**src/rtl/s_p_deserializer.sv**
```systemverilog
// Framed serial-to-parallel deserializer with a valid/ready word output.
// Define S_P_DESER_PARITY_EN to require a trailing even-parity beat after each word.
module s_p_deserializer #(
    parameter int unsigned WIDTH     = 256,
    parameter int unsigned LANES     = 1,
    parameter bit          MSB_FIRST = 1'b1
) (
    input  logic             CK,
    input  logic             RST,
    input  logic             SIN_VALID,
    input  logic             SIN_SYNC,
    input  logic [LANES-1:0] SIN_DATA,
    output logic [WIDTH-1:0] POUT_DATA,
    output logic             POUT_VALID,
    input  logic             POUT_READY,
    output logic             OVERRUN,
    output logic             FRAME_ERR
);
    localparam int unsigned BEATS = WIDTH / LANES;
    localparam int unsigned CNT_W = (BEATS > 1) ? $clog2(BEATS) : 1;
    localparam logic [CNT_W-1:0] LAST_BEAT = CNT_W'(BEATS - 1);
    localparam logic [CNT_W-1:0] ONE       = CNT_W'(1);

`ifdef S_P_DESER_PARITY_EN
    typedef enum logic [1:0] {StHunt, StShift, StParity} state_e;
`else
    typedef enum logic [0:0] {StHunt, StShift} state_e;
`endif

    state_e           state_q, state_d;
    logic [CNT_W-1:0] cnt_q, cnt_d;
    logic [WIDTH-1:0] sr_q, sr_d;
    logic [WIDTH-1:0] sr_shift, sr_first;
    logic [WIDTH-1:0] pout_data_q, pout_data_d;
    logic             pout_valid_q, pout_valid_d;
    logic             overrun_q, overrun_d;
    logic             frame_err_q, frame_err_d;
    logic             word_done;

    // sr_first restarts the word from a sync beat so no stale partial bits survive.
    if (MSB_FIRST) begin : g_msb_first
        assign sr_shift = {sr_q[WIDTH-LANES-1:0], SIN_DATA};
        assign sr_first = {{(WIDTH-LANES){1'b0}}, SIN_DATA};
    end else begin : g_lsb_first
        assign sr_shift = {SIN_DATA, sr_q[WIDTH-1:LANES]};
        assign sr_first = {SIN_DATA, {(WIDTH-LANES){1'b0}}};
    end

    always_comb begin
        state_d     = state_q;
        cnt_d       = cnt_q;
        sr_d        = sr_q;
        word_done   = 1'b0;
        frame_err_d = 1'b0;
        if (SIN_VALID) begin
            unique case (state_q)
                StHunt: begin
                    if (SIN_SYNC) begin
                        sr_d    = sr_first;
                        cnt_d   = ONE;
                        state_d = StShift;
                    end
                end
                StShift: begin
                    if (SIN_SYNC && (cnt_q != '0)) begin
                        sr_d        = sr_first;
                        cnt_d       = ONE;
                        frame_err_d = 1'b1;
                    end else if (cnt_q == LAST_BEAT) begin
                        sr_d  = sr_shift;
                        cnt_d = '0;
`ifdef S_P_DESER_PARITY_EN
                        state_d = StParity;
`else
                        word_done = 1'b1;
`endif
                    end else begin
                        sr_d  = sr_shift;
                        cnt_d = cnt_q + ONE;
                    end
                end
`ifdef S_P_DESER_PARITY_EN
                StParity: begin
                    state_d = StShift;
                    if (SIN_SYNC) begin
                        sr_d        = sr_first;
                        cnt_d       = ONE;
                        frame_err_d = 1'b1;
                    end else if ((^sr_q) ^ SIN_DATA[0]) begin
                        frame_err_d = 1'b1;
                    end else begin
                        word_done = 1'b1;
                    end
                end
`endif
                default: state_d = StHunt;
            endcase
        end
    end

    // A completed word is sr_d in both modes: the parity branch leaves sr untouched.
    always_comb begin
        pout_data_d  = pout_data_q;
        pout_valid_d = pout_valid_q;
        overrun_d    = 1'b0;
        if (word_done) begin
            if (!pout_valid_q || POUT_READY) begin
                pout_data_d  = sr_d;
                pout_valid_d = 1'b1;
            end else begin
                overrun_d = 1'b1;
            end
        end else if (pout_valid_q && POUT_READY) begin
            pout_valid_d = 1'b0;
        end
    end

    always_ff @(posedge CK or posedge RST) begin
        if (RST) begin
            state_q      <= StHunt;
            cnt_q        <= '0;
            sr_q         <= '0;
            pout_data_q  <= '0;
            pout_valid_q <= 1'b0;
            overrun_q    <= 1'b0;
            frame_err_q  <= 1'b0;
        end else begin
            state_q      <= state_d;
            cnt_q        <= cnt_d;
            sr_q         <= sr_d;
            pout_data_q  <= pout_data_d;
            pout_valid_q <= pout_valid_d;
            overrun_q    <= overrun_d;
            frame_err_q  <= frame_err_d;
        end
    end

    assign POUT_DATA  = pout_data_q;
    assign POUT_VALID = pout_valid_q;
    assign OVERRUN    = overrun_q;
    assign FRAME_ERR  = frame_err_q;

endmodule

```
**config.mk**
```make
export PLATFORM = sky130hd
export DESIGN_NAME = s_p_deserializer
export DESIGN_NICKNAME = d
export VERILOG_FILES = /design/src/rtl/s_p_deserializer.sv
export SDC_FILE = /design/constraint.sdc
export NUM_CORES = 1
export LEC_CHECK = 0
export BUFFER_PORTS_ARGS = -buffer_cell sky130_fd_sc_hd__buf_4
export CAP_MARGIN = 20
export CELL_PAD_IN_SITES_DETAIL_PLACEMENT = 2
export CELL_PAD_IN_SITES_GLOBAL_PLACEMENT = 2
export CORE_MARGIN = 2
export CORE_UTILIZATION = 25
export DETAILED_ROUTE_END_ITERATION = 10
export PLACE_DENSITY_LB_ADDON = 0.1
export SLEW_MARGIN = 5
export SYNTH_ARGS = -nofsm -noshare
export SYNTH_HDL_FRONTEND = slang
export SYNTH_SLANG_ARGS = --single-unit
export TNS_END_PERCENT = 30
```
**constraint.sdc**
```tcl
create_clock -name CK -period 41.5 [get_ports CK]
set_input_delay 2.075 -clock CK [delete_from_list [all_inputs] [get_ports CK]]
set_output_delay 2.075 -clock CK [all_outputs]
set_load 0.03 [all_outputs]
```
==> metrics.md, run 1 <==
| Metric | Value |
|---|---|
| CP endpoint kind | register |
| Pins Over Slew Limit | 0 |
| Worst Path Arrival | 6.16 ns |
| Post-Synthesis Cells | 1522 |
| Die Y | 309 um |
| Initial antenna violation count | 1 |
| Worst slack at placement | 35.16 ns |
| Initial core utilization | 25.3% |
| Final min period | 5.68 ns |
| CTS buffer count | 67 |
| RSZ-0062 raised after global routing | false |
| Cell Area, Synth | 0.0233 mm^2 |
| Reg clk slew, reported paths | 0.05 ns |
| Setup tns final | 0 ns |
| Fin nets | 1721 |
| Final GP Congestion | 0.674 |
| Status | completed |
| Area post-placement | 0.0263 mm^2 |
| # setup viols final | 0 |
| Port Buffers | 264 |
| Max layer used | met4 |
| Worst Path Max Fanout | 56 |
| Clock sinks | 524 |
| Worst IR Drop VDD | 0.0214 mV |
| I/O Pins | 265 |
| First-pass GRT wire length | 108000 um |
| Total gr overflow | 0 |
| Cell taking the most area after synthesis | dfrtp_1 |
| H-tree levels | 3 |
| Critical R2R Capture | POUT_DATA[32] |
| Post-Layout Inst Area | 0.0285 mm^2 |
| Total GRT Usage | 14.4% |
| HP Start | POUT_DATA[137] |
| Post-synth top cells | 524 x dfrtp_1, 255 x a221o_1, 255 x a32o_1, 240 x mux2_4, 115 x clkbuf_1 |
| Worst skew pair latency | 0.60 ns |
| Syn_area_per_cell | 15.3 um^2 |
| Largest cells by area after synthesis | dfrtp_1 56%, mux2_4 15%, a221o_1 11% |
| WL met3 | 2660 um |
| Slew headroom | 26.1% |
| Die width | 309 um |
| Post-synth cell types | 36 |
| Initial DRT Pass Iterations | 7 |
| Sequential share of the synthesized area | 56.4% |
| EDFF count, synth | 0 |
| Largest net degree at the start of global routing | 161 |
| #FFs+latches synth | 524 |
| CP required | 41.98 ns |
| DR vias | 15700 |
| TritonCTS clock tree | built |
| Ys async rst share | 100% |
| Final Hold Viols | 0 |
| R2r startpoint | cnt_q[0] |
| Area Overhead vs Synth | 22.5% |
| Vias per cell | 5.24 |
| Reg2reg path depth | 9 |
| Tcrit/Tclk final | 13.7% |
| Startpoint Class | input pin |
| Full die area | 0.0955 mm^2 |
| Hold buffers post-CTS | 0 |
| Worst reg-to-reg setup slack | 36.79 ns |
| Leakage Power | 0.0139 uW |
| Clk buf depth | 3 |
| Final HPWL from detailed placement | 40100 um |
| Worst hold path type | register to register |
| Yosys top cell area share | 56.4% |
| Iter 0 DRT Violations | 840 |
| Post-route DRC violation count | 0 |
| Met1 Wirelength | 32900 um |
| # fillers | 9541 |
| PostCTS Resize Cnt | 0 |
| Post-Syn Nets | 1530 |
| FMAX | 0.176 GHz |
| Layout cells sized above 1 | 37.4% |
| Hold EP | POUT_DATA[137] |
| Worst Tran Pin Value | 1.11 ns |
| Yosys warning count | 0 |
| Core area | 0.0919 mm^2 |
| N_diodes | 0 |
| Ys flop type | dfrtp_1 |
| Final WS setup | 35.82 ns |
| DRT Wirelength | 69800 um |
| WHS Path Cells | 1 |
| Final core occ | 31.0% |
| Vias in the first global route | 16800 |
| Average wire per standard cell | 23.2 um |
| Pwr dens | 40.9 mW/mm^2 |
| Met2 WL post-DR | 32600 um |
| ANT nets after route | 0 |
| Top-count cell post-synth | dfrtp_1 |
| Clk_skew | 0.0158 ns |
| Root Buffer | clkbuf_16 |
| MaxCap Viol Count | 0 |
| Cell Rows | 111 |
| CP Class | input pin to register |
| Setup Fix Bufs, Post-CTS | 0 |
logic make-up after synthesis:
kind of cell    synth area share [%]
compound gates                  22.4
buf+inv                         3.84
flops                           56.4
mux                             16.3
fa+ha+maj                      0.108
simple gates                   0.909
xor+xnor                       0.113
worst max-delay path, cell delays in order:
cell     delay [ns]
buf_8          0.18
and2_1         0.31
nand4_4        0.46
buf_4          0.81
buf_4          0.85
buf_4          0.84
mux2_4         0.35
cell usage in the layout, fill, tap and decap left out, types with 4 or more instances in the layout:
master / n
a221o_1: 255
a32o_1: 255
buf_4: 287
bufinv_16: 4
clkbuf_1: 16
clkbuf_16: 71
clkbuf_8: 17
clkinv_2: 7
dfrtp_1: 524
mux2_2: 16
mux2_4: 240
nand2_1: 8
nand3_1: 5
nor2_1: 9
worst max path at each step:
| stage | cells past startpoint | start | end | slack, ns |
|---|---|---|---|---|
| final | 7 | SIN_VALID | POUT_DATA[32] | 35.82 |
| after global routing | 7 | SIN_VALID | POUT_DATA[32] | 35.68 |
| after CTS | 7 | SIN_VALID | POUT_DATA[32] | 35.82 |
| after detailed placement | 7 | SIN_VALID | POUT_DATA[32] | 35.16 |
| after global placement | 7 | SIN_VALID | POUT_DATA[32] | 35.21 |
| after floorplan | 1 | RST | FRAME_ERR | 24.78 |
per-layer routing:
| layer | vias to the layer above | GRT usage (%) |
|---|---|---|
| met5 | - | 0 |
| met2 | 312 | 22.5 |
| met1 | 8591 | 20.3 |
| met3 | 94 | 2.80 |
| met4 | 0 | 3.86 |
| li1 | 6744 | - |
metrics by stage:
step	cells	total power (uW)	hold slack [ns]
2_1_floorplan	1522	562	0.489
6_report	3004	1170	0.511
4_1_cts	3004	1190	0.514
3_3_place_gp	2884	580	0.503
3_5_place_dp	2887	582	0.499
5_1_grt	3004	1220	0.532
report_power, final:
part	internal, uW	switching (uW)	total (uW)
Combinational	8.11	45.1	53.2
Clock	367	228	595
Sequential	514	3.47	517
cell type report:
| cell class | instances | area, um^2 | share of cell area [%] |
|---|---|---|---|
| clock inverter | 13 | 171 | 0.601 |
| timing repair buffer | 292 | 2270 | 7.97 |
| multi-input combinational | 823 | 9280 | 32.6 |
| inverter | 5 | 33.8 | 0.119 |
| clock buffer | 104 | 2070 | 7.27 |
| tap | 1243 | 1560 | 5.46 |
| sequential | 524 | 13100 | 46.0 |
sequential cells by signal (all words and copies together), names as in the netlist:
signal,cells
POUT_DATA,256
POUT_VALID,1
FRAME_ERR,1
sr_q,256
cnt_q,8
state_q,1
OVERRUN,1
Note: power is estimated with default switching activity, not from simulation.
==> run 2, diff against run 1 <==
==> constraint.sdc (replaced) <==
create_clock -name CK -period 4.7 [get_ports CK]
set_input_delay 0.235 -clock CK [delete_from_list [all_inputs] [get_ports CK]]
set_output_delay 0.235 -clock CK [all_outputs]
set_load 0.03 [all_outputs]
==> metrics.md, run 2 (same netlist as run 1, synthesis figures left out) <==
| Metric | Value |
|---|---|
| Root Buffer | clkbuf_16 (unchanged) |
| Average wire per standard cell | 23.2 um (about the same) |
| Full die area | 0.0955 mm^2 (unchanged) |
| Worst skew pair latency | 0.60 ns (about the same) |
| Pint | 7690 uW (was 888 uW) |
| Worst Setup SP | cnt_q[0] (was SIN_VALID) |
| Cell Rows | 111 (unchanged) |
| I/O Pins | 265 (unchanged) |
| GR Layer Usage met3 | 2.72% (was 2.80%) |
| Worst IR Drop VDD | 0.221 mV (was 0.0214 mV) |
| ANT nets after route | 0 (unchanged) |
| Clk_skew | 0.0257 ns (was 0.0158 ns) |
| Slew headroom | 12.0% (was 26.1%) |
| Layout cells sized above 1 | 37.5% (was 37.4%) |
| Most frequent cells in the layout | 524 x dfrtp_1, 280 x buf_4, 255 x a32o_1, 255 x a221o_1, 240 x mux2_4 (was 524 x dfrtp_1, 287 x buf_4, 255 x a32o_1, 255 x a221o_1, 240 x mux2_4) |
| GRT met2 Usage | 22.9% (was 22.5%) |
| Switching pwr | 2550 uW (was 277 uW) |
| Reg2reg path depth | 8 (was 9) |
| Die Y | 309 um (unchanged) |
| Total gr overflow | 0 (unchanged) |
| Core area | 0.0919 mm^2 (unchanged) |
| CP required | 5.18 ns (was 41.98 ns) |
| Initial core utilization | 25.3% (unchanged) |
| Vias in the first global route | 16900 (was 16800) |
| CP endpoint kind | register (unchanged) |
| Top Usage Layer GRT | met2 (unchanged) |
| Final min period | 3.50 ns |
| DRT Wirelength | 69700 um (was 69800 um) |
| # setup viols final | 0 (unchanged) |
| R2r startpoint | cnt_q[0] (unchanged) |
| Worst Path Arrival | 3.98 ns (was 6.16 ns) |
| Crit path buf inv count | 3 (was 4) |
| Pwr dens | 359 mW/mm^2 (was 40.9 mW/mm^2) |
| Clock network power share | 50.8% (was 51.1%) |
| Initial antenna violation count | 1 (unchanged) |
| Worst hold path type | input pin to register (was register to register) |
| Clk buf depth | 3 (unchanged) |
| Final core occ | 31.0% (about the same) |
| Final Hold Viols | 0 (unchanged) |
| Setup tns final | 0 ns (unchanged) |
| Vias per cell | 5.18 (was 5.24) |
| Final GP Congestion | 0.667 (was 0.674) |
| Total GRT Usage | 14.5% (was 14.4%) |
| MaxCap Viol Count | 0 (unchanged) |
| First-pass GRT wire length | 109000 um (was 108000 um) |
| M1 GR Usage | 20.0% (was 20.3%) |
| Final HPWL from detailed placement | 39100 um (was 40100 um) |
| Critical R2R Capture | POUT_DATA[81] (was POUT_DATA[32]) |
| Tcrit/Tclk final | 74.4% |
| Startpoint Class | register (was input pin) |
| Max stage delay on crit path | 0.89 ns (was 0.85 ns) |
| CP delay by family, top | buffers and inverters (unchanged) |
| Area Overhead vs Synth | 22.4% (was 22.5%) |
| Hold EP | OVERRUN (was POUT_DATA[137]) |
| PostCTS Resize Cnt | 0 (unchanged) |
| Fin nets | 1721 (unchanged) |
| Commonest non-fill, non-tap cell in the layout | dfrtp_1 (unchanged) |
| Post-route DRC violation count | 0 (unchanged) |
| Initial DRT Pass Iterations | 4 (was 7) |
| Switching Share | 24.9% (was 23.8%) |
| Port Buffers | 264 (unchanged) |
| CTS buffer count | 67 (unchanged) |
| Seq pwr share | 44.6% (was 44.4%) |
| Combinational share of power | 4.6% (about the same) |
| Worst Tran Pin Value | 1.32 ns (was 1.11 ns) |
| Iter 0 DRT Violations | 779 (was 840) |
| DR vias | 15600 (was 15700) |
| Clock sinks | 524 (unchanged) |
| TritonCTS clock tree | built (unchanged) |
| Pins Over Slew Limit | 0 (unchanged) |
| Reg clk slew, reported paths | 0.06 ns (was 0.05 ns) |
| Die width | 309 um (unchanged) |
| FMAX | 0.286 GHz |
| Worst reg-to-reg setup slack | 1.20 ns (was 36.79 ns) |
| Pwr Total | 10200 uW (was 1170 uW) |
| H-tree levels | 3 (unchanged) |
| RSZ-0062 raised after global routing | false (unchanged) |
| Max stage delay cell, worst path | buf_4 (unchanged) |
| HP Start | POUT_READY (was POUT_DATA[137]) |
| Worst path cell trace | inv_1 -> ha_1 -> or4b_4 -> o21ai_4 -> nand4_4 -> buf_12 -> buf_4 -> mux2_4 (was buf_8 -> and2_1 -> nand4_4 -> buf_4 -> buf_4 -> buf_4 -> mux2_4) |
| N_diodes | 0 (unchanged) |
| Setup Fix Bufs, Post-CTS | 0 (unchanged) |
| CP Class | register to register (was input pin to register) |
| Largest net degree at the start of global routing | 200 (was 161) |
| Worst Path Max Fanout | 130 (was 56) |
| Status | completed (unchanged) |
| WHS Path Cells | 3 (was 1) |
| Leakage Power | 0.0139 uW (about the same) |
==> run 2: changes by cell type in the layout (fill, tap and decap cells not counted), sizes merged <==
cell	before	now
clkinv	7	20
clkbuf	104	95
dlygate4sd3	0	3
bufinv	4	3
buf	292	289
inv	6	7
==> run 2: metrics by stage <==
| step | instances | setup slack (ns) | instance area (um^2) | hold slack [ns] |
|---|---|---|---|---|
| 5_1_grt | 3008 | 1.15 | 28500 | 0.0645 |
| 3_3_place_gp | 2884 | 1.35 | 26300 | 0.458 |
| 6_report | 3008 | 1.20 | 28500 | 0.0611 |
| 3_5_place_dp | 2884 | 1.27 | 26300 | 0.468 |
| 2_1_floorplan | 1522 | -2.66 | 23300 | 0.360 |
| 4_1_cts | 3008 | 1.28 | 28500 | 0.0222 |
==> run 2: final cells by class <==
| type | count | area (um^2) |
|---|---|---|
| clock buffers | 95 | 1960 |
| clock inverters | 26 | 243 |
| fillers | 9567 | 63500 |
| inverters | 5 | 30.0 |
| multi-input cells | 823 | 9280 |
| flip-flops and latches | 524 | 13100 |
| well taps | 1243 | 1560 |
| repair buffers | 292 | 2310 |
==> run 2: what timing repair did <==
| action | CTS | global route |
|---|---|---|
| setup endpoints to repair | 0 | 0 |
| hold buffers | 3 | 0 |
| hold endpoints to repair | 31 | 0 |
==> run 2: worst max-delay path by stage <==
stage	endpoint	depth (start not counted)
after floorplan	FRAME_ERR	1
after global placement	POUT_DATA[52]	8
after detailed placement	POUT_DATA[50]	8
after CTS	POUT_DATA[83]	8
after global routing	POUT_DATA[81]	8
final	POUT_DATA[81]	8
==> run 2: worst register-to-register path: stages, from the launching register on <==
cell,delay [ns]
dfrtp_1,0.40
inv_1,0.08
ha_1,0.20
or4b_4,0.24
o21ai_4,0.09
nand4_4,0.11
buf_12,0.59
buf_4,1.29
mux2_4,0.39
==> run 2: layer usage <==
metal	part of all wire (%)	wire length, um	vias to the layer above
met4	2.4	1690	2
met3	4.0	2790	95
met1	46	32300	8481
met2	47	32900	267
met5	0.019	13	-
li1	-	-	6734
==> run 2: power by group through the flow <==
| stage | Sequential, uW | Clock (uW) | Combinational [uW] |
|---|---|---|---|
| after floorplan | 4650 | 0 | 323 |
| after global placement | 4640 | 0 | 486 |
| after detailed placement | 4650 | 0 | 491 |
| after CTS | 4560 | 5430 | 495 |
| after global routing | 4570 | 5580 | 530 |
| final | 4560 | 5200 | 471 |
